### src/rtl/vga_timing_pkg.sv
// Shared 640x480@60 VGA timing constants.
// Holds the default segment lengths, the derived totals and the first-active
// pixel/line positions that the framebuffer address generator also relies on,
// plus the raster state type used by the timing generator.
package vga_timing_pkg;

   // Horizontal segments, in pixels, in raster order from count 0.
   localparam int unsigned H_SYNC_DEF   = 96;
   localparam int unsigned H_BP_DEF     = 48;
   localparam int unsigned H_ACTIVE_DEF = 640;
   localparam int unsigned H_FP_DEF     = 16;

   // Vertical segments, in lines, in raster order from count 0.
   localparam int unsigned V_SYNC_DEF   = 2;
   localparam int unsigned V_BP_DEF     = 33;
   localparam int unsigned V_ACTIVE_DEF = 480;
   localparam int unsigned V_FP_DEF     = 10;

   localparam int unsigned H_TOTAL = H_SYNC_DEF + H_BP_DEF + H_ACTIVE_DEF + H_FP_DEF;  // 800
   localparam int unsigned V_TOTAL = V_SYNC_DEF + V_BP_DEF + V_ACTIVE_DEF + V_FP_DEF;  // 525

   // First active pixel / line; the address generator subtracts these.
   localparam int unsigned H_ACT_START = H_SYNC_DEF + H_BP_DEF;  // 144
   localparam int unsigned V_ACT_START = V_SYNC_DEF + V_BP_DEF;  // 35

   typedef enum logic {
      IDLE = 1'b0,
      RUN  = 1'b1
   } state_e;

endpackage

### src/rtl/vga_pixel_tick_gen.sv
// Pixel-rate prescaler.
// Ports:
//   clk   - system clock
//   rst_n - asynchronous active-low reset
//   tick  - high for one clk every CLK_DIV clks (every clk when CLK_DIV = 1)
// The divider runs freely from reset regardless of whether the raster is running.
module vga_pixel_tick_gen #(
   parameter int unsigned CLK_DIV = 2
) (
   input  logic clk,
   input  logic rst_n,
   output logic tick
);

   localparam int unsigned DW = (CLK_DIV > 1) ? $clog2(CLK_DIV) : 1;
   localparam logic [DW-1:0] DIV_MAX = DW'(CLK_DIV - 1);

   logic [DW-1:0] div_q, div_d;

   always_comb begin
      div_d = (div_q == DIV_MAX) ? '0 : div_q + DW'(1);
   end

   always_ff @(posedge clk or negedge rst_n) begin
      if (!rst_n) begin
         div_q <= '0;
      end else begin
         div_q <= div_d;
      end
   end

   assign tick = (div_q == DIV_MAX);

endmodule

### src/rtl/vga_sync_timing_generator.sv
// VGA raster timing generator (640x480@60 by default).
// Ports:
//   clk, rst_n   - system clock, asynchronous active-low reset
//   en           - run request; low returns the raster to idle immediately
//   hcnt_addr    - horizontal position, 0..H_TOTAL-1
//   vcnt_addr    - vertical position, 0..V_TOTAL-1
//   dena         - display enable, high inside the active window
//   hsync_n      - horizontal sync, active low
//   vsync_n      - vertical sync, active low
//   pix_stb      - one-clk pulse whenever the position outputs advance
//   line_start   - one-clk pulse when hcnt_addr becomes 0
//   frame_start  - one-clk pulse when the position becomes (0,0)
// All outputs are registered and decoded from the next position, so the syncs
// and dena always describe the position currently presented.
module vga_sync_timing_generator
   import vga_timing_pkg::*;
#(
   parameter int unsigned CLK_DIV  = 2,
   parameter int unsigned H_SYNC   = H_SYNC_DEF,
   parameter int unsigned H_BP     = H_BP_DEF,
   parameter int unsigned H_ACTIVE = H_ACTIVE_DEF,
   parameter int unsigned H_FP     = H_FP_DEF,
   parameter int unsigned V_SYNC   = V_SYNC_DEF,
   parameter int unsigned V_BP     = V_BP_DEF,
   parameter int unsigned V_ACTIVE = V_ACTIVE_DEF,
   parameter int unsigned V_FP     = V_FP_DEF
) (
   input  logic       clk,
   input  logic       rst_n,
   input  logic       en,
   output logic [9:0] hcnt_addr,
   output logic [9:0] vcnt_addr,
   output logic       dena,
   output logic       hsync_n,
   output logic       vsync_n,
   output logic       pix_stb,
   output logic       line_start,
   output logic       frame_start
);

   localparam int unsigned H_TOT = H_SYNC + H_BP + H_ACTIVE + H_FP;
   localparam int unsigned V_TOT = V_SYNC + V_BP + V_ACTIVE + V_FP;

   generate
      if (H_TOT > 1024 || V_TOT > 1024 || CLK_DIV < 1 || CLK_DIV > 16) begin : g_bad_cfg
         $error("vga_sync_timing_generator: illegal timing configuration");
      end
   endgenerate

   // 11-bit bounds so H_TOT-1 / active end cannot wrap at 10 bits.
   localparam logic [10:0] H_LAST     = 11'(H_TOT - 1);
   localparam logic [10:0] V_LAST     = 11'(V_TOT - 1);
   localparam logic [10:0] H_SYNC_END = 11'(H_SYNC);
   localparam logic [10:0] V_SYNC_END = 11'(V_SYNC);
   localparam logic [10:0] H_ACT_LO   = 11'(H_SYNC + H_BP);
   localparam logic [10:0] H_ACT_HI   = 11'(H_SYNC + H_BP + H_ACTIVE);
   localparam logic [10:0] V_ACT_LO   = 11'(V_SYNC + V_BP);
   localparam logic [10:0] V_ACT_HI   = 11'(V_SYNC + V_BP + V_ACTIVE);

   logic        tick;
   state_e      state_q, state_d;
   logic [9:0]  h_d, v_d;
   logic [10:0] h_ext, v_ext;
   logic        adv;
   logic        run_d;
   logic        dena_d, hsync_n_d, vsync_n_d, line_start_d, frame_start_d;

   vga_pixel_tick_gen #(
      .CLK_DIV (CLK_DIV)
   ) u_tick (
      .clk   (clk),
      .rst_n (rst_n),
      .tick  (tick)
   );

   // State register
   always_ff @(posedge clk or negedge rst_n) begin
      if (!rst_n) begin
         state_q <= IDLE;
      end else begin
         state_q <= state_d;
      end
   end

   // Next-state logic; dropping en abandons the frame without waiting for a tick.
   always_comb begin
      state_d = state_q;
      case (state_q)
         IDLE:    if (tick && en) state_d = RUN;
         RUN:     if (!en) state_d = IDLE;
         default: state_d = IDLE;
      endcase
   end

   // Next position and decoded outputs
   always_comb begin
      h_d = hcnt_addr;
      v_d = vcnt_addr;
      adv = 1'b0;
      case (state_q)
         IDLE: begin
            h_d = '0;
            v_d = '0;
            adv = tick && en;
         end
         RUN: begin
            if (!en) begin
               h_d = '0;
               v_d = '0;
            end else if (tick) begin
               adv = 1'b1;
               if ({1'b0, hcnt_addr} == H_LAST) begin
                  h_d = '0;
                  v_d = ({1'b0, vcnt_addr} == V_LAST) ? '0 : vcnt_addr + 10'd1;
               end else begin
                  h_d = hcnt_addr + 10'd1;
               end
            end
         end
         default: begin
            h_d = '0;
            v_d = '0;
         end
      endcase

      h_ext         = {1'b0, h_d};
      v_ext         = {1'b0, v_d};
      run_d         = (state_d == RUN);
      dena_d        = run_d && (h_ext >= H_ACT_LO) && (h_ext < H_ACT_HI)
                            && (v_ext >= V_ACT_LO) && (v_ext < V_ACT_HI);
      hsync_n_d     = !(run_d && (h_ext < H_SYNC_END));
      vsync_n_d     = !(run_d && (v_ext < V_SYNC_END));
      line_start_d  = adv && (h_d == 10'd0);
      frame_start_d = adv && (h_d == 10'd0) && (v_d == 10'd0);
   end

   // Output registers
   always_ff @(posedge clk or negedge rst_n) begin
      if (!rst_n) begin
         hcnt_addr   <= '0;
         vcnt_addr   <= '0;
         dena        <= 1'b0;
         hsync_n     <= 1'b1;
         vsync_n     <= 1'b1;
         pix_stb     <= 1'b0;
         line_start  <= 1'b0;
         frame_start <= 1'b0;
      end else begin
         hcnt_addr   <= h_d;
         vcnt_addr   <= v_d;
         dena        <= dena_d;
         hsync_n     <= hsync_n_d;
         vsync_n     <= vsync_n_d;
         pix_stb     <= adv;
         line_start  <= line_start_d;
         frame_start <= frame_start_d;
      end
   end

endmodule

### config.mk
export PLATFORM = sky130hd
export DESIGN_NAME = vga_sync_timing_generator
export DESIGN_NICKNAME = d
export VERILOG_FILES = /design/src/rtl/vga_timing_pkg.sv /design/src/rtl/vga_pixel_tick_gen.sv /design/src/rtl/vga_sync_timing_generator.sv
export SDC_FILE = /design/constraint.sdc
export NUM_CORES = 1
export LEC_CHECK = 0
export BUFFER_PORTS_ARGS = -buffer_cell sky130_fd_sc_hd__buf_2
export CAP_MARGIN = 0
export CORE_ASPECT_RATIO = 2
export CORE_MARGIN = 2
export CORE_UTILIZATION = 59
export CTS_CLUSTER_SIZE = 10
export DETAILED_ROUTE_END_ITERATION = 6
export PLACE_DENSITY = 0.9
export SYNTH_ARGS = -nofsm -noshare
export SYNTH_HDL_FRONTEND = slang
export SYNTH_SLANG_ARGS = --single-unit
### constraint.sdc
create_clock -name clk -period 4.4 [get_ports clk]
set_input_delay 0.66 -clock clk [delete_from_list [all_inputs] [get_ports clk]]
set_output_delay 0.66 -clock clk [all_outputs]
set_load 0.01 [all_outputs]
; After elaboration in Yosys (flattened, before gate mapping)
; Index checks and enable logic that the tools add are counted.
[word_totals]
out_inout_bits = 26
register_bits = 28
in_bits = 3
word_cells = 51
[op_classes]
n_bitwise = 1
n_mux = 16
eq_ne = 2
addsub = 3
reduce_logical = 13
n_lt_le_gt_ge = 6
[ops]
columns = op, n
row1 = 10-bit two-way mux, 7
row2 = 10-bit case mux with 2 select lines, 2
row3 = "10-bit by 1-bit adder with 10-bit output, second input constant", 2
row4 = "10-bit equality test, second input constant", 2
row5 = 10-bit logical NOT, 2
row6 = "10-bit < comparator, second input constant", 2
row7 = "10-bit by 6-bit greater-or-equal comparator with 1-bit output, second input constant", 1
row8 = "10-bit by 8-bit greater-or-equal comparator with 1-bit output, second input constant", 1
row9 = "10-bit by 2-bit < comparator with 1-bit output, second input constant", 1
row10 = "10-bit by 7-bit < comparator with 1-bit output, second input constant", 1
row11 = 1-bit logical AND, 9
row12 = 1-bit two-way mux, 5
row13 = 1-bit case mux with 2 select lines, 2
row14 = 1-bit logical NOT, 2
row15 = "1-bit adder, second input constant", 1
row16 = 1-bit inverter, 1

; Depth between registers and ports, before layout
; Gate-level depths: netlist of the first run.
[logic_depth]
ltp_word = 10
ltp_mapped = 9

; Cells and area by module
; From an unflattened synthesis of the first run, not the netlist that was laid out.
[unflattened]
cells_unflattened = 168
area_unflattened_um2 = 1561.5
[by_module_without_submodules]
columns = mod, area_per_inst_um2, cells_each, seq_area_each_um2, instances
row1 = vga_sync_timing_generator, 1532.7, 166, 678.2, 1
row2 = vga_pixel_tick_gen, 28.8, 2, 25.0, 1

; Worst setup path after synthesis of the first run
; No wires, ideal clock.
[synth_path]
path_type = reg2reg
start = reg hcnt_addr[0]
end = reg frame_start
setup_ns = 0.067
path_stages_with_launch = 10
path_buffers = 1
arrival_ns = 2.400
path_slack_ns = 1.933
path_cell_list = dfrtp_1 ha_1 nand2_4 or4_4 buf_6 nor3_4 xnor2_1 or2b_1 o41ai_2 and3b_1
[synth_between]
elab_chain_cells = 8
word_cells_on_any_way = 14
cone_classes = 1 x add/sub / 1 x eq/ne / 8 x mux / 4 x reduce/logical
[synth_lines]
columns = element, line
row1 = start: declaration, vga_sync_timing_generator.sv:31  ; output logic [9:0] hcnt_addr,
row2 = start signal: assignment, vga_sync_timing_generator.sv:140  ; hcnt_addr <= '0;
row3 = start signal: assignment, vga_sync_timing_generator.sv:149  ; hcnt_addr <= h_d;
row4 = 10-bit by 1-bit adder with 10-bit output / 10-bit equality test (equally long branches), "vga_sync_timing_generator.sv:116, vga_sync_timing_generator.sv:112"
row5 = 10-bit two-way mux, vga_sync_timing_generator.sv:112  ; if ({1'b0, hcnt_addr} == H_LAST) begin
row6 = 10-bit two-way mux, vga_sync_timing_generator.sv:110  ; end else if (tick) begin
row7 = 10-bit two-way mux, vga_sync_timing_generator.sv:107  ; if (!en) begin
row8 = 10-bit case mux with 2 select lines, vga_sync_timing_generator.sv:100  ; case (state_q)
row9 = 10-bit logical NOT, vga_sync_timing_generator.sv:134  ; frame_start_d = adv && (h_d == 10'd0) && (v_d == 10'd0);
row10 = 1-bit logical AND, vga_sync_timing_generator.sv:134
row11 = 1-bit logical AND (*), vga_sync_timing_generator.sv:134
row12 = named net frame_start_d, vga_sync_timing_generator.sv:66  ; logic dena_d, hsync_n_d, vsync_n_d, line_start_d, frame_start_d;
row13 = end signal: assignment, vga_sync_timing_generator.sv:156  ; frame_start <= frame_start_d;
row14 = end: declaration, vga_sync_timing_generator.sv:38  ; output logic frame_start
; Mark *: on every way through the listed nets, which the timed path passes. The rest lies on a longest branch.

; Worst setup path in the final report of the first run
[layout_path]
start = reg hcnt_addr[2]
end = reg frame_start
; Same word-level chain as after synthesis.

==> impl_metrics.yaml, run 1 <==
synthesis:
  synth-edff-count: 0
  ys_top_cells_by_area: "dfrtp_1, nor2_1, xnor2_1"
  synth_top_area_share: 0.388
  synth_cells: 172
  syn_area_um2: 1680
  synth.distinct_cells: 40
  syn_nets: 178
  async_reset_ff_frac: 1.00
  postSynthAreaPerCell_um2: 9.74
  yosys_warnings: 0
  ys_ff_latch: 28
  ys_seq_area_frac: 0.420
  synthFlopType: "dfrtp_1"
  synth_top_cell_by_area: "dfrtp_1"
cts:
  cts_setup_buffers: 0
  ctsHoldBuffers: 0
  path_clk_slew_ps: 90
  cts_num_sinks: 28
  cts_max_path_buffers: 2
  cts-resized-gates: 0
  numCtsBuffers: 3
  htree_levels: 1
  clock_latency_ps: 270
  cts_root_buf: "clkbuf_8"
  cts_tree: "yes"
worst_hold_path:
  holdCritPathClass: "primary input to asynchronous set/reset pin"
detailed_routing:
  drt_iter0_markers: 67
  via_per_inst: 6.06
  wl_per_cell_um: 16.4
  drt_wl_total_mm: 3.70
  drc: 0
  ant_nets: 0
  drtPass1Iterations: 4
  routed-via-count: 1369
power:
  power_frac_comb: 0.041
  ir_worst_vdd_v: 0.000226
  p_leak_nw: 0.845
  p_sw_w: 0.0000929
  power.density_nw_per_um2: 238
  p_total_w: 0.000438
  seqPwrFrac: 0.597
  sw_frac_of_total: 0.212
  intPower_w: 0.000345
  p_clk_frac: 0.362
layout:
  syn_to_final_growth_pct: 9.56
  stdcell_count: 226
  top_regs: "hcnt_addr: 10 flops, vcnt_addr: 10 flops"
  layout_common_cells: "buf_2, dfrtp_1, nor2_1"
  drive_gt1_frac: 0.228
  stdcell_area_um2: 1840
  nets: 204
  antenna_cells: 0
  layout_commonest_cell: "buf_2"
floorplanning:
  dieArea_um2: 3310
  rows: 27
  die-height_um: 79.4
  io_pins: 29
  core_um2: 2740
  start_util: 0.612
  die_w_um: 41.7
global_route:
  grt_max_degree: 29
  grt_pass1_wl_mm: 6.32
  grtUsageTotal: 0.249
  grt_pass1_vias: 1407
  antenna_found_initial: 0
  overflow: 0
critical_path:
  start_kind: "register"
  r2r.worst_path.cells: 7
  r2r_start: "hcnt_addr[2]"
  cp-end-kind: "register"
  cp_max_fo: 11
  crit_type: "register to register"
  r2r_slack_ps: 1620
  crit_required_ps: 4620
  crit_arrival_ps: 3000
  r2r-end: "frame_start"
timing:
  timing.fmax_mhz: 360
  hold_violations: 0
  tns_ps: 0
  whs_ps: 386
  max_slew_margin: 0.590
  finClkSkew_ps: 1.49
  period_needed_ps: 2780
  slew_violations: 0
  setup_violations: 0
  rsz0062_at_grt: "no"
  tightest_slew_ps: 616
  post-route-period-util: 0.631
placement:
  placed_cell_area_um2: 1780
  numPortBuffers: 28
  place_hpwl_mm: 2.81
  dp.cells: 222
  routabilityCongestion: 0.869
status:
  status: "completed"
flow_run:
  drv_cap: 0
## kinds of logic (layout without fill, tap and decap cells)
group | count (synthesis) | in the layout | share of synthesized area
flops | 28 | 28 | 0.420
fa+ha+maj | 3 | 3 | 0.0224
buf+inv | 17 | 42 | 0.0650
simple gates | 79 | 79 | 0.280
mux | 4 | 4 | 0.0239
xor+xnor | 18 | 18 | 0.0941
compound gates | 23 | 23 | 0.0949
## cell usage after synthesis (2+ instances only)
library cell and number:
or2b_1 2, a21oi_1 7, o21ba_2 2, nor4_1 7, or3_1 4, nand2_1 13, buf_6 6, mux2i_1 4
xor2_1 9, ha_1 3, dfstp_2 2, o21ai_0 5, nor3_1 3, a31oi_1 2, inv_1 10, nand3_1 10
nor2_1 21, xnor2_1 9, nand4_1 7, dfrtp_1 26
## metal layers
layer | wire, um | track usage | part of all wire
met5 | 0 | 0 | 0
met4 | 201 | 0.168 | 0.054
met3 | 107 | 0.0205 | 0.029
met1 | 1390 | 0.270 | 0.37
met2 | 2000 | 0.444 | 0.54
## worst max-delay path by stage
stage / startpoint / end / slack (ps) / cells after the start
after floorplan: hcnt_addr[0] / frame_start / 1930 / 9
after global placement: hcnt_addr[2] / frame_start / 1780 / 7
after detailed placement: hcnt_addr[2] / frame_start / 1680 / 7
after CTS: hcnt_addr[2] / frame_start / 1650 / 7
after global routing: hcnt_addr[2] / frame_start / 1410 / 7
final: hcnt_addr[2] / frame_start / 1620 / 7
## layout make-up
cell class / count / area, um^2
clock buffers: 4 / 55.1
multi-input cells: 127 / 863
inverters: 10 / 37.5
repair buffers: 28 / 140
fillers: 215 / 901
well taps: 29 / 36.3
flip-flops and latches: 28 / 703
## power by group through the flow
stage,Combinational [W],Clock (W),Sequential (W)
after detailed placement,0.0000180,0,0.000266
final,0.0000178,0.000159,0.000261
after global routing,0.0000206,0.000174,0.000262
after global placement,0.0000179,0,0.000266
after floorplan,0.00000698,0,0.000267
after CTS,0.0000181,0.000162,0.000261
## per-stage QoR
stage           util  setup WS [ps]
5_1_grt        0.671           1410
3_5_place_dp   0.651           1680
3_3_place_gp   0.651           1780
4_1_cts        0.671           1650
6_report       0.671           1620
2_1_floorplan      -           1930
## critical path, cell delays in order, from the launching register on
cell and delay [ps]:
dfrtp_1 510, nand3_1 360, or4_4 680, nor3_4 200, xnor2_1 180, or2b_1 270, o41ai_2 320, and3b_1 200
Power figures use the tool's default switching activity.
==> inputs of run 2 (changes only) <==
- ABC_AREA: not set -> 1
- CORE_UTILIZATION: 59 -> 50
- PLACE_DENSITY: 0.9 -> 0.82
- clock period: 4.4 -> 2.51 ns (I/O delays scaled with it)
==> impl_metrics.yaml, run 2 <==
status:
  status: "completed"
layout:
  top_regs: "hcnt_addr: 10 flops, vcnt_addr: 10 flops"
  nFillCells: 325
  layout_common_cells: "nand2_1, inv_1, nor2_1"
  antenna_cells: 0
  syn_to_final_growth_pct: 13.7
  nets: 290
  layout_commonest_cell: "nand2_1"
  drive_gt1_frac: 0.184
  stdcell_area_um2: 1990
placement:
  numPortBuffers: 28
  placed_cell_area_um2: 1920
  place_hpwl_mm: 3.38
  routabilityCongestion: 0.931
power:
  power.density_nw_per_um2: 429
  ir_worst_vdd_v: 0.000361
  p_leak_nw: 1.20
critical_path:
  cp_max_fo: 7
  slowest_stage: "dfrtp_1"
  crit_top_cell: "nand2_1"
  r2r.worst_path.cells: 11
  critPathTopFamily: "simple AND/OR/NAND/NOR gates"
  worst-path-stages: 11
  crit_required_ps: 2690
  start_kind: "register"
  cp-end-kind: "register"
  crit_type: "register to register"
  crit_arrival_ps: 2220
  crit_chain: "ha_1 > nand2_1 > inv_2 > nand3_1 > inv_1 > nand3_2 > nor2_1 > nor2_1 > nand2_1 > nand2_1 > nor4_1"
  cp_num_buf_inv: 2
  max_stage_delay_ps: 400
timing:
  rsz0062_at_grt: "no"
  tns_ps: 0
  finClkSkew_ps: 4.11
  timing.fmax_mhz: 489
  setup_violations: 0
  slew_violations: 0
  hold_violations: 0
  period_needed_ps: 2040
  post-route-period-util: 0.814
  max_slew_margin: 0.588
  tightest_slew_ps: 618
detailed_routing:
  drtPass1Iterations: 4
  drc: 0
  drt_wl_total_mm: 4.23
  wl_per_cell_um: 13.4
  ant_nets: 0
  via_per_inst: 5.43
  drt_iter0_markers: 39
  routed-via-count: 1712
cts:
  htree_levels: 1
  cts_num_sinks: 28
  ctsHoldBuffers: 0
  clock_latency_ps: 280
  path_clk_slew_ps: 100
  cts_tree: "yes"
  cts_setup_buffers: 0
  cts-resized-gates: 0
  cts_max_path_buffers: 2
  cts_root_buf: "clkbuf_8"
  numCtsBuffers: 3
synthesis:
  synthFlopType: "dfrtp_1"
  async_reset_ff_frac: 1.00
  ys_ff_latch: 28
  yosys_warnings: 0
  synth_cells: 253
  ys_seq_area_frac: 0.402
  synth.distinct_cells: 26
  syn_area_um2: 1750
  synth_top_cell_by_area: "dfrtp_1"
  postSynthAreaPerCell_um2: 6.91
  synth-edff-count: 0
  syn_nets: 259
  ys_top_cells_by_area: "dfrtp_1, nand2_1, inv_1"
  synth_top_area_share: 0.372
  synth.most_common_cell: "nand2_1"
  synthTopCellsByCount: "nand2_1, inv_1, nor2_1"
floorplanning:
  rows: 30
  die-height_um: 87.6
  core_um2: 3380
  dieArea_um2: 4010
  io_pins: 29
  die_w_um: 45.8
  start_util: 0.517
global_route:
  use_met2: 0.430
  met1_usage: 0.230
  grt_pass1_wl_mm: 7.04
  overflow: 0
  globalRouteMet3Util: 0.0247
  grt_max_degree: 29
  busiest_layer: "met2"
  grtUsageTotal: 0.239
  antenna_found_initial: 0
  grt_pass1_vias: 1708
flow_run:
  drv_cap: 0
worst_hold_path:
  holdCritPathClass: "primary input to asynchronous set/reset pin"
==> run 2: cell count changes in the layout (fill, tap and decap cells not counted), sizes merged, moves of 4 or more <==
cell | before | now
or3 | 4 | 0
xor2 | 9 | 1
nand2 | 14 | 58
nand3 | 10 | 38
inv | 10 | 54
mux2i | 4 | 0
nand4 | 7 | 11
xnor2 | 9 | 0
nor2 | 21 | 42
a21oi | 7 | 1
nor4 | 9 | 1
==> run 2: worst register-to-register path: stages (launching register included) <==
cell     delay [ps]
dfrtp_1         400
ha_1            230
nand2_1          80
inv_2           140
nand3_1         170
inv_1           110
nand3_2         100
nor2_1          120
nor2_1           70
nand2_1         100
nand2_1          90
nor4_1          320
==> run 2: cell type report <==
cell class / instances / area, um^2 / area share
timing repair buffer: 28 / 140 / 0.0705
clock buffer: 3 / 41.3 / 0.0208
sequential: 28 / 703 / 0.354
tap: 32 / 40.0 / 0.0202
clock inverter: 1 / 30.0 / 0.0151
inverter: 56 / 210 / 0.106
multi-input combinational: 167 / 822 / 0.414
==> run 2: routing by layer <==
metal / vias to the layer above / part of all wire / routed length, um
met3: 26 / 0.023 / 98
li1: 848 / - / -
met1: 785 / 0.37 / 1550
met4: 0 / 0.080 / 338
met5: - / 0 / 0
met2: 53 / 0.53 / 2250
==> run 2: path summary, 6_finish.rpt <==
kind / endpoint / start / slack, ps
worst max-delay path: line_start / hcnt_addr[1] / 470
max in group asynchronous: vcnt_addr[2] / rst_n / 2010
min in group clk: pix_stb / en / 380
worst max register to register: line_start / hcnt_addr[1] / 470
worst min register to register: state_q / state_q / 620
worst min-delay path: hcnt_addr[2] / rst_n / 100
==> run 2: power by group <==
group          switching, W  leakage, nW  internal, W
registers        0.00000119        0.379     0.000456
logic             0.0000270        0.786   0.00000903
clock network      0.000146       0.0357     0.000214
total              0.000174         1.20     0.000679
==> run 2: kinds of logic after synthesis <==
family | Yosys count | synth area share
AOI/OAI and AO/OA | 8 | 0.0251
xor gates and xnor gates | 1 | 0.00501
adders and majority gates | 3 | 0.0215
buffers and inverters | 58 | 0.127
DFF | 28 | 0.402
and+or+nand+nor | 155 | 0.419
==> run 2: through the flow <==
stage                     power, W   util  std cells  hold slack [ps]  setup WS (ps)
after global routing      0.000874  0.588        315              151            263
after global placement    0.000502  0.567        311              413            516
after CTS                 0.000856  0.588        315              114            477
after floorplan           0.000485      -        253             80.9            745
final                     0.000853  0.588        315             95.1            467
after detailed placement  0.000503  0.567        311              419            490
